--- config.mk ---
export PLATFORM = sky130hd
export DESIGN_NAME = dsram_bridge
export DESIGN_NICKNAME = d
export VERILOG_FILES = /design/src/rtl/dsram_bridge.sv
export SDC_FILE = /design/constraint.sdc
export NUM_CORES = 1
export LEC_CHECK = 0
export ABC_AREA = 1
export BUFFER_PORTS_ARGS = -buffer_cell sky130_fd_sc_hd__clkbuf_2
export CAP_MARGIN = 25
export CORE_ASPECT_RATIO = 0.8
export CORE_MARGIN = 2
export CORE_UTILIZATION = 50
export CTS_BUF_LIST = sky130_fd_sc_hd__clkbuf_4
export DETAILED_ROUTE_END_ITERATION = 6
export PLACE_DENSITY = 0.89
export RECOVER_POWER = 25
export SLEW_MARGIN = 10
export SYNTH_ARGS = -nofsm -noshare
export SYNTH_HDL_FRONTEND = slang
export SYNTH_SLANG_ARGS = --single-unit
--- constraint.sdc ---
create_clock -name clk -period 5 [get_ports clk]
set_input_delay 0 -clock clk [delete_from_list [all_inputs] [get_ports clk]]
set_output_delay 0 -clock clk [all_outputs]
set_load 0.01 [all_outputs]
--- src/rtl/dsram_bridge.sv ---
// rtl/dsram_bridge.sv - data-SRAM responder bridging single-cycle pipeline accesses onto a gnt/response memory port
// One transaction outstanding at most; the pipeline is held through stallreq_mem until DONE.
module dsram_bridge #(
  parameter int unsigned TIMEOUT_CYC = 255,
  parameter logic [31:0] ERR_DATA    = 32'hDEAD_BEEF
) (
  input  logic        clk,
  input  logic        resetn,
  input  logic        data_sram_en,
  input  logic [3:0]  data_sram_wen,
  input  logic [31:0] data_sram_addr,
  input  logic [31:0] data_sram_wdata,
  output logic [31:0] data_sram_rdata,
  output logic        stallreq_mem,
  output logic        mem_req,
  output logic        mem_wr,
  output logic [3:0]  mem_wstrb,
  output logic [31:0] mem_addr,
  output logic [31:0] mem_wdata,
  input  logic        mem_gnt,
  input  logic        mem_rvalid,
  input  logic [31:0] mem_rdata,
  input  logic        mem_bvalid,
  output logic        mem_err
);

  typedef enum logic [1:0] {
    S_IDLE = 2'd0,
    S_REQ  = 2'd1,
    S_WAIT = 2'd2,
    S_DONE = 2'd3
  } state_t;

  localparam logic [15:0] TMO_LAST = 16'(TIMEOUT_CYC - 1);

  state_t      r_state;
  state_t      w_next;
  logic [29:0] r_addr;
  logic [3:0]  r_wen;
  logic [31:0] r_wdata;
  logic [31:0] r_rdata;
  logic [15:0] r_cnt;
  logic        r_err;

  logic w_is_wr;
  logic w_resp;
  logic w_capture;
  logic w_tmo;
  logic w_cnt_clr;
  logic w_cnt_inc;

  // Only the response type matching the latched access counts; the other valid is ignored.
  assign w_is_wr = |r_wen;
  assign w_resp  = w_is_wr ? mem_bvalid : mem_rvalid;

  always_ff @(posedge clk or negedge resetn) begin
    if (!resetn) begin
      r_state <= S_IDLE;
    end else begin
      r_state <= w_next;
    end
  end

  always_comb begin
    w_next       = r_state;
    stallreq_mem = 1'b0;
    mem_req      = 1'b0;
    w_capture    = 1'b0;
    w_tmo        = 1'b0;
    w_cnt_clr    = 1'b0;
    w_cnt_inc    = 1'b0;
    case (r_state)
      S_IDLE: begin
        stallreq_mem = data_sram_en & resetn;
        if (data_sram_en) begin
          w_next = S_REQ;
        end
      end
      S_REQ: begin
        mem_req      = 1'b1;
        stallreq_mem = 1'b1;
        if (mem_gnt) begin
          if (w_resp) begin
            w_next    = S_DONE;
            w_capture = ~w_is_wr;
          end else begin
            w_next    = S_WAIT;
            w_cnt_clr = 1'b1;
          end
        end
      end
      S_WAIT: begin
        stallreq_mem = 1'b1;
        w_cnt_inc    = 1'b1;
        if (w_resp) begin
          w_next    = S_DONE;
          w_capture = ~w_is_wr;
        end else if (r_cnt == TMO_LAST) begin
          w_next = S_DONE;
          w_tmo  = 1'b1;
        end
      end
      // DONE releases the stall for one cycle; the en still seen here belongs to the finished access.
      S_DONE: begin
        w_next = S_IDLE;
      end
      default: begin
        w_next = S_IDLE;
      end
    endcase
  end

  always_ff @(posedge clk or negedge resetn) begin
    if (!resetn) begin
      r_addr  <= '0;
      r_wen   <= '0;
      r_wdata <= '0;
      r_rdata <= '0;
      r_cnt   <= '0;
      r_err   <= 1'b0;
    end else begin
      r_err <= w_tmo;
      if (r_state == S_IDLE && data_sram_en) begin
        r_addr  <= data_sram_addr[31:2];
        r_wen   <= data_sram_wen;
        r_wdata <= data_sram_wdata;
      end
      if (w_capture) begin
        r_rdata <= mem_rdata;
      end else if (w_tmo && !w_is_wr) begin
        r_rdata <= ERR_DATA;
      end
      if (w_cnt_clr) begin
        r_cnt <= '0;
      end else if (w_cnt_inc) begin
        r_cnt <= r_cnt + 16'd1;
      end
    end
  end

  assign mem_wr          = mem_req & w_is_wr;
  assign mem_wstrb       = r_wen;
  assign mem_addr        = {r_addr, 2'b00};
  assign mem_wdata       = r_wdata;
  assign data_sram_rdata = r_rdata;
  assign mem_err         = r_err;

endmodule

# Word level (Yosys, flattened, before mapping)
# Index checks and enable logic that the tools add are counted.
[totals]
regBits = 117
input_bits = 106
output_inout_bits = 104
wordCells = 50
[op_classes]
muxes = 23
bitwise_logic = 3
n_reduce_logical = 9
eq_ne = 7
addsub = 1
[op_table]
columns = ["cell", "count"]
rows = [
  ["$mux W32", 2],
  ["$mux W16", 2],
  ["$add A16 B1 Y16 const B", 1],
  ["$eq A16 B8 Y1 const B", 1],
  ["$mux W1", 12],
  ["$mux W2", 4],
  ["$pmux W2 S4", 1],
  ["$eq A2 B2 Y1 const B", 2],
  ["$ne A2 B2 Y1 const B", 2],
  ["$pmux W1 S2", 2],
  ["$reduce_bool A2 Y1", 2],
  ["$reduce_or A4 Y1", 1],
  ["$ne A3 B3 Y1 const B", 1],
  ["$reduce_and A3 Y1", 1],
  ["$and A1 B1 Y1", 2],
  ["$eq A2 B1 Y1 const B", 1],
  ["$logic_and A1 B1 Y1", 2],
  ["$logic_not A2 Y1", 1],
  ["$reduce_or A2 Y1", 1],
  ["$logic_not A1 Y1", 1],
  ["$not A1 Y1", 1],
]

# Longest topological paths before layout
[depth]
word_depth = 7
depth_mapped = 11
mapped_depth_nobuf = 10

# Least setup slack after synthesis
# Ideal clock, no wire load.
[synth_timing]
path_kind = "reg-to-reg"
startpoint = "register r_state[1]"
endpoint = "register r_rdata[1] (netlist: data_sram_rdata[1])"
setup_time_ps = 117
arrival_ps = 1677
required_ps = 4883
path_slack_ps = 3206
stages_incl_launch_ff = 9
n_path_buf = 1
synth_period_minus_slack_ps = 1794
cell_sequence = "dfrtp_1 > inv_1 > ha_1 > nand2_1 > a211oi_4 > nand2_2 > buf_2 > nand3_1 > nand2_1"
[synth_via]
elab_chain_len = 4
word_cells_on_any_way = 7
classes_between = "eq/ne (2); mux (3); reduce/logical (2)"
[synth_rtl]
columns = ["item", "line", "text"]
rows = [
  ["start, declared", "36", "state_t r_state;"],
  ["start signal, assigned", "60", "r_state <= w_next;"],
  ["$eq A2 B2 Y1", "72", "case (r_state)"],
  ["$mux W1", "72", ""],
  ["$logic_and A1 B1 Y1", "130", "end else if (w_tmo && !w_is_wr) begin"],
  ["$reduce_bool A2 Y1 (no line)", "-", ""],
  ["end signal, assigned", "129", "r_rdata <= mem_rdata;"],
  ["end, declared", "41", "logic [31:0] r_rdata;"],
]
# Several ways; a longest one is shown, not always the timed one.
# A chain may end at the register's enable or synchronous reset.

# Final worst setup path
[layout_timing]
startpoint = "input port resetn"
endpoint = "output port stallreq_mem"
[layout_via]
elab_chain_len = 2
[layout_rtl]
columns = ["item", "line", "text"]
rows = [
  ["start, declared", "8", "input logic resetn,"],
  ["$and A1 B1 Y1", "74", "stallreq_mem = data_sram_en & resetn;"],
  ["$pmux W1 S2", "72", ""],
  ["end, declared", "14", "output logic stallreq_mem,"],
]
# Every way passes these cells.

==> impl_summary.txt <==
----------------------------------------------------
[Route]
  Via count ... between 5000 and 6000
  Per-cell via count in the routed design ... 5.299
  Iteration-0 DRC count of the detailed router ... 362
  DRC violation count after routing ... 0
  Number of routed nets with antenna violations ... 0
  Routed length per placed instance ... 18.37 µm
  Router iterations before antenna repair ... 5
  Routed wire length ... around 17 mm

[Floorplan]
  I/O pin count ... 210
  Area of the die ... between 10000 and 15000 µm²
  Placeable core area ... 10200 µm²
  Die width ... 117.9 µm
  Number of core rows ... 33
  Initial cell density of the core ... between 50% and 60%
  Die Span Y ... 95.14 µm

[Layout]
  Commonest non-fill, non-tap cell in the layout ... sky130_fd_sc_hd__clkbuf_2
  P&R area growth vs syn ... 45.29%
  Final layout net count ... 908
  Post-layout instance area ... 7542 µm²
  Most frequent cells in the layout ... 172 x sky130_fd_sc_hd__clkbuf_2, 117 x sky130_fd_sc_hd__dfrtp_1, 106 x sky130_fd_sc_hd__nand2_1
  Ant. Diodes ... 0
  Ratio of cells with drive above 1 in the final layout ... 35.15%

[Global routing]
  Number of global-route vias before repair ... 5240
  Global routing usage summed across all routing layers ... 31.47%
  Antenna violations before repair ... 0
  Total overflow reported by the global router ... 0
  Maximum number of pins on one net before global-route repair ... 66
  Global-route wire length before repair ... 27.04 mm

[Synthesis]
  Async set-or-reset flop fraction in the synthesized netlist ... 100.0%
  Count of mapped cells out of synthesis ... between 400 and 500
  Distinct cells, synth ... 28
  Synthesized area per cell ... 10.62 µm²
  Synthesis warning total ... 0
  Mux cell area share after synthesis ... 14.32%
  Proportion of synthesized chip area in sequential cells ... 56.40%
  Synth Flop Type ... sky130_fd_sc_hd__dfrtp_1
  Number of synthesized register bits ... 117
  Simple logic cell fraction of the synthesized area ... 20.34%
  Post-synthesis instance area ... 5191 µm²
  Synthesized-area fraction occupied by xor and xnor cells ... 0.3374%
  Complex-gate fraction of the synthesized area ... 1.952%
  Post-synthesis share of cell area spent on full adders, half adders and majority gates ... 1.687%
  Number of synthesized flops with an enable pin ... 0
  Dominant combinational cell family by area after synthesis ... simple AND/OR/NAND/NOR gates

[Pwr]
  NetSw ... 0.001580 W
  Leakage power ... 3.797 nW
  Share of power burned in combinational logic ... around 41%
  Worst vdd ir ... about 0.00043 V
  Clk network pwr share ... between 10% and 20%
  Pwr dens ... 524.3 nW/µm²
  Switching Share ... 39.96%
  Sequential share of power ... 41.9%
  Internal power ... approximately 0.0024 W

[Min path]
  Path type of the worst min-delay path ... in -> reg

[Setup path]
  Category of the worst setup path capture point ... output port
  Path type of the worst setup path ... in -> out
  Arr. time, crit path ... around 3.1 ns
  Largest fanout on the critical path ... 54
  Critical path required time ... 5.00 ns
  Crit path launch type ... primary input

[STA]
  Final count of pins violating max slew ... 55
  Share of the clock period used by the worst path ... 62.15%
  Final setup violation count ... 0
  Slew Limit Headroom ... -89.92%
  Crit path time final ... 3.108 ns
  RSZ-0062 raised after global routing ... false
  Crit path setup slack, layout ... 1.892 ns
  Slew of the pin with the lowest slew margin ... 2.849 ns
  Top achievable clock speed ... 0.3218 GHz
  Hold violation total from the final report ... 0
  Maximum clock skew at final layout ... about 0.031 ns
  Sum of negative setup slack ... 0 ns

[CTS]
  Clk buf depth ... 2
  Clock latency reported for the late side of the worst-skew pair ... 0.52 ns
  CTS H-tree depth ... 4
  Cell at the root of the clock tree ... sky130_fd_sc_hd__clkbuf_4
  Num Clock Sinks ... 117
  CTS tree ... built
  Clock transition at the registers of the reported paths ... 0.09 ns
  Number of clock buffers inserted by TritonCTS ... 17

[Placed design]
  Number of buffer cells added on primary ports ... 205
  Dpl ws ... 2.179 ns
  Total placed instance area ... between 6000 and 7000 µm²
  Routability congestion estimate ... roughly 0.91
  HPWL after DPL ... around 9.5 mm

[Flow run]
  Maxcap violations ... 1

[Run status]
  Outcome ... complete, but fails checks
  Failing checks ... capacitance limit, slew limit

----------------------------------------------------
## cells in the mapped netlist, types with 2 or more instances
master	count	area, µm²
sky130_fd_sc_hd__buf_6	2	22.52
sky130_fd_sc_hd__inv_1	32	120.1
sky130_fd_sc_hd__dfrtp_1	117	2928
sky130_fd_sc_hd__nand3_1	47	235.2
sky130_fd_sc_hd__clkbuf_1	3	11.26
sky130_fd_sc_hd__ha_1	7	87.58
sky130_fd_sc_hd__nor3_1	4	20.02
sky130_fd_sc_hd__nor2_1	21	78.83
sky130_fd_sc_hd__nand3b_1	24	180.2
sky130_fd_sc_hd__nand2_2	3	18.77
sky130_fd_sc_hd__buf_2	14	70.07
sky130_fd_sc_hd__or2_2	2	12.51
sky130_fd_sc_hd__mux2_2	66	743.2
sky130_fd_sc_hd__nand2_4	2	22.52
sky130_fd_sc_hd__a21oi_1	7	35.03
sky130_fd_sc_hd__xor2_1	2	17.52
sky130_fd_sc_hd__nor2_2	2	12.51
sky130_fd_sc_hd__o21ai_0	8	40.04
sky130_fd_sc_hd__nand4_1	9	56.30
sky130_fd_sc_hd__nand2_1	107	401.6
sky130_fd_sc_hd__buf_4	3	22.52
## logic make-up (layout without fill, tap and decap cells)
kind of cell | count (synthesis) | in the layout
DFF | 117 | 117
and+or+nand+nor | 223 | 223
muxes | 66 | 66
xor gates and xnor gates | 2 | 2
adders and majority gates | 7 | 7
buffers and inverters | 56 | 374
other | 1 | 2
AOI/OAI and AO/OA | 17 | 17
## what timing repair did
action                                 4_1_cts  5_1_grt
resized for setup                            0        0
endpoints found under the hold margin      152        0
hold buffers                               101        0
setup buffers                                0        0
## worst max-delay path, cell delays in order
cell	delay, ns
sky130_fd_sc_hd__dlygate4sd3_1	0.53
sky130_fd_sc_hd__clkbuf_1	2.00
sky130_fd_sc_hd__nand3_1	0.17
sky130_fd_sc_hd__a21oi_1	0.25
sky130_fd_sc_hd__clkbuf_2	0.15
## per-stage QoR
step	hold slack (ns)	cells	power, W	util, %
2_1_floorplan	-0.2956	490	0.002452	-
3_3_place_gp	0.06073	815	0.003005	61.71
3_5_place_dp	0.07423	815	0.003098	61.71
4_1_cts	0.03213	948	0.003847	74.38
5_1_grt	0.08816	948	0.004161	73.95
6_report	0.08476	948	0.003954	73.95
## metal layers
layer  share of wire [%]  GRT usage [%]
met5                   0              0
met4                 4.1          16.67
met3                 8.2          9.151
met2                  51          55.18
met1                  37          35.46
## worst paths after layout
| kind | startpoint | end | slack (ns) | cells past startpoint |
|---|---|---|---|---|
| max reg2reg | r_state[0]$_DFFE_PN0P_ | data_sram_rdata[31]$_DFFE_PN0P_ | 2.09 | 9 |
| min in group asynchronous | resetn | data_sram_rdata[12]$_DFFE_PN0P_ | 0.94 | 2 |
| max | resetn | stallreq_mem | 1.89 | 5 |
| min | mem_bvalid | mem_err$_DFF_PN0_ | 0.08 | 4 |
| max in group asynchronous | resetn | r_cnt[9]$_DFFE_PN0P_ | 2.04 | 3 |
| min reg2reg | data_sram_rdata[7]$_DFFE_PN0P_ | data_sram_rdata[7]$_DFFE_PN0P_ | 0.52 | 2 |
## registers in the layout, indices dropped and copies added (netlist names)
register / cells
mem_wdata: 32
mem_wstrb: 4
data_sram_rdata: 32
r_cnt: 16
mem_err: 1
r_state: 2
r_addr: 30
## power by group through the flow
stage                     logic, W  registers, W  clock network (W)
after floorplan           0.000702       0.00175                  0
after CTS                  0.00157       0.00159           0.000694
after detailed placement   0.00149       0.00160                  0
after global routing       0.00173       0.00169           0.000750
after global placement     0.00143       0.00157                  0
final                      0.00160       0.00166           0.000695
## cell type report
cell class,count,area (µm²)
Sequential cell,117,2928
Inverter,33,123.9
Timing Repair Buffer,309,2018
Fill cell,622,2656
Multi-Input combinational cell,317,2016
Clock buffer,17,127.6
Clock inverter,15,153.9
Tap cell,140,175.2
Note: power is estimated with default switching activity, not from simulation.
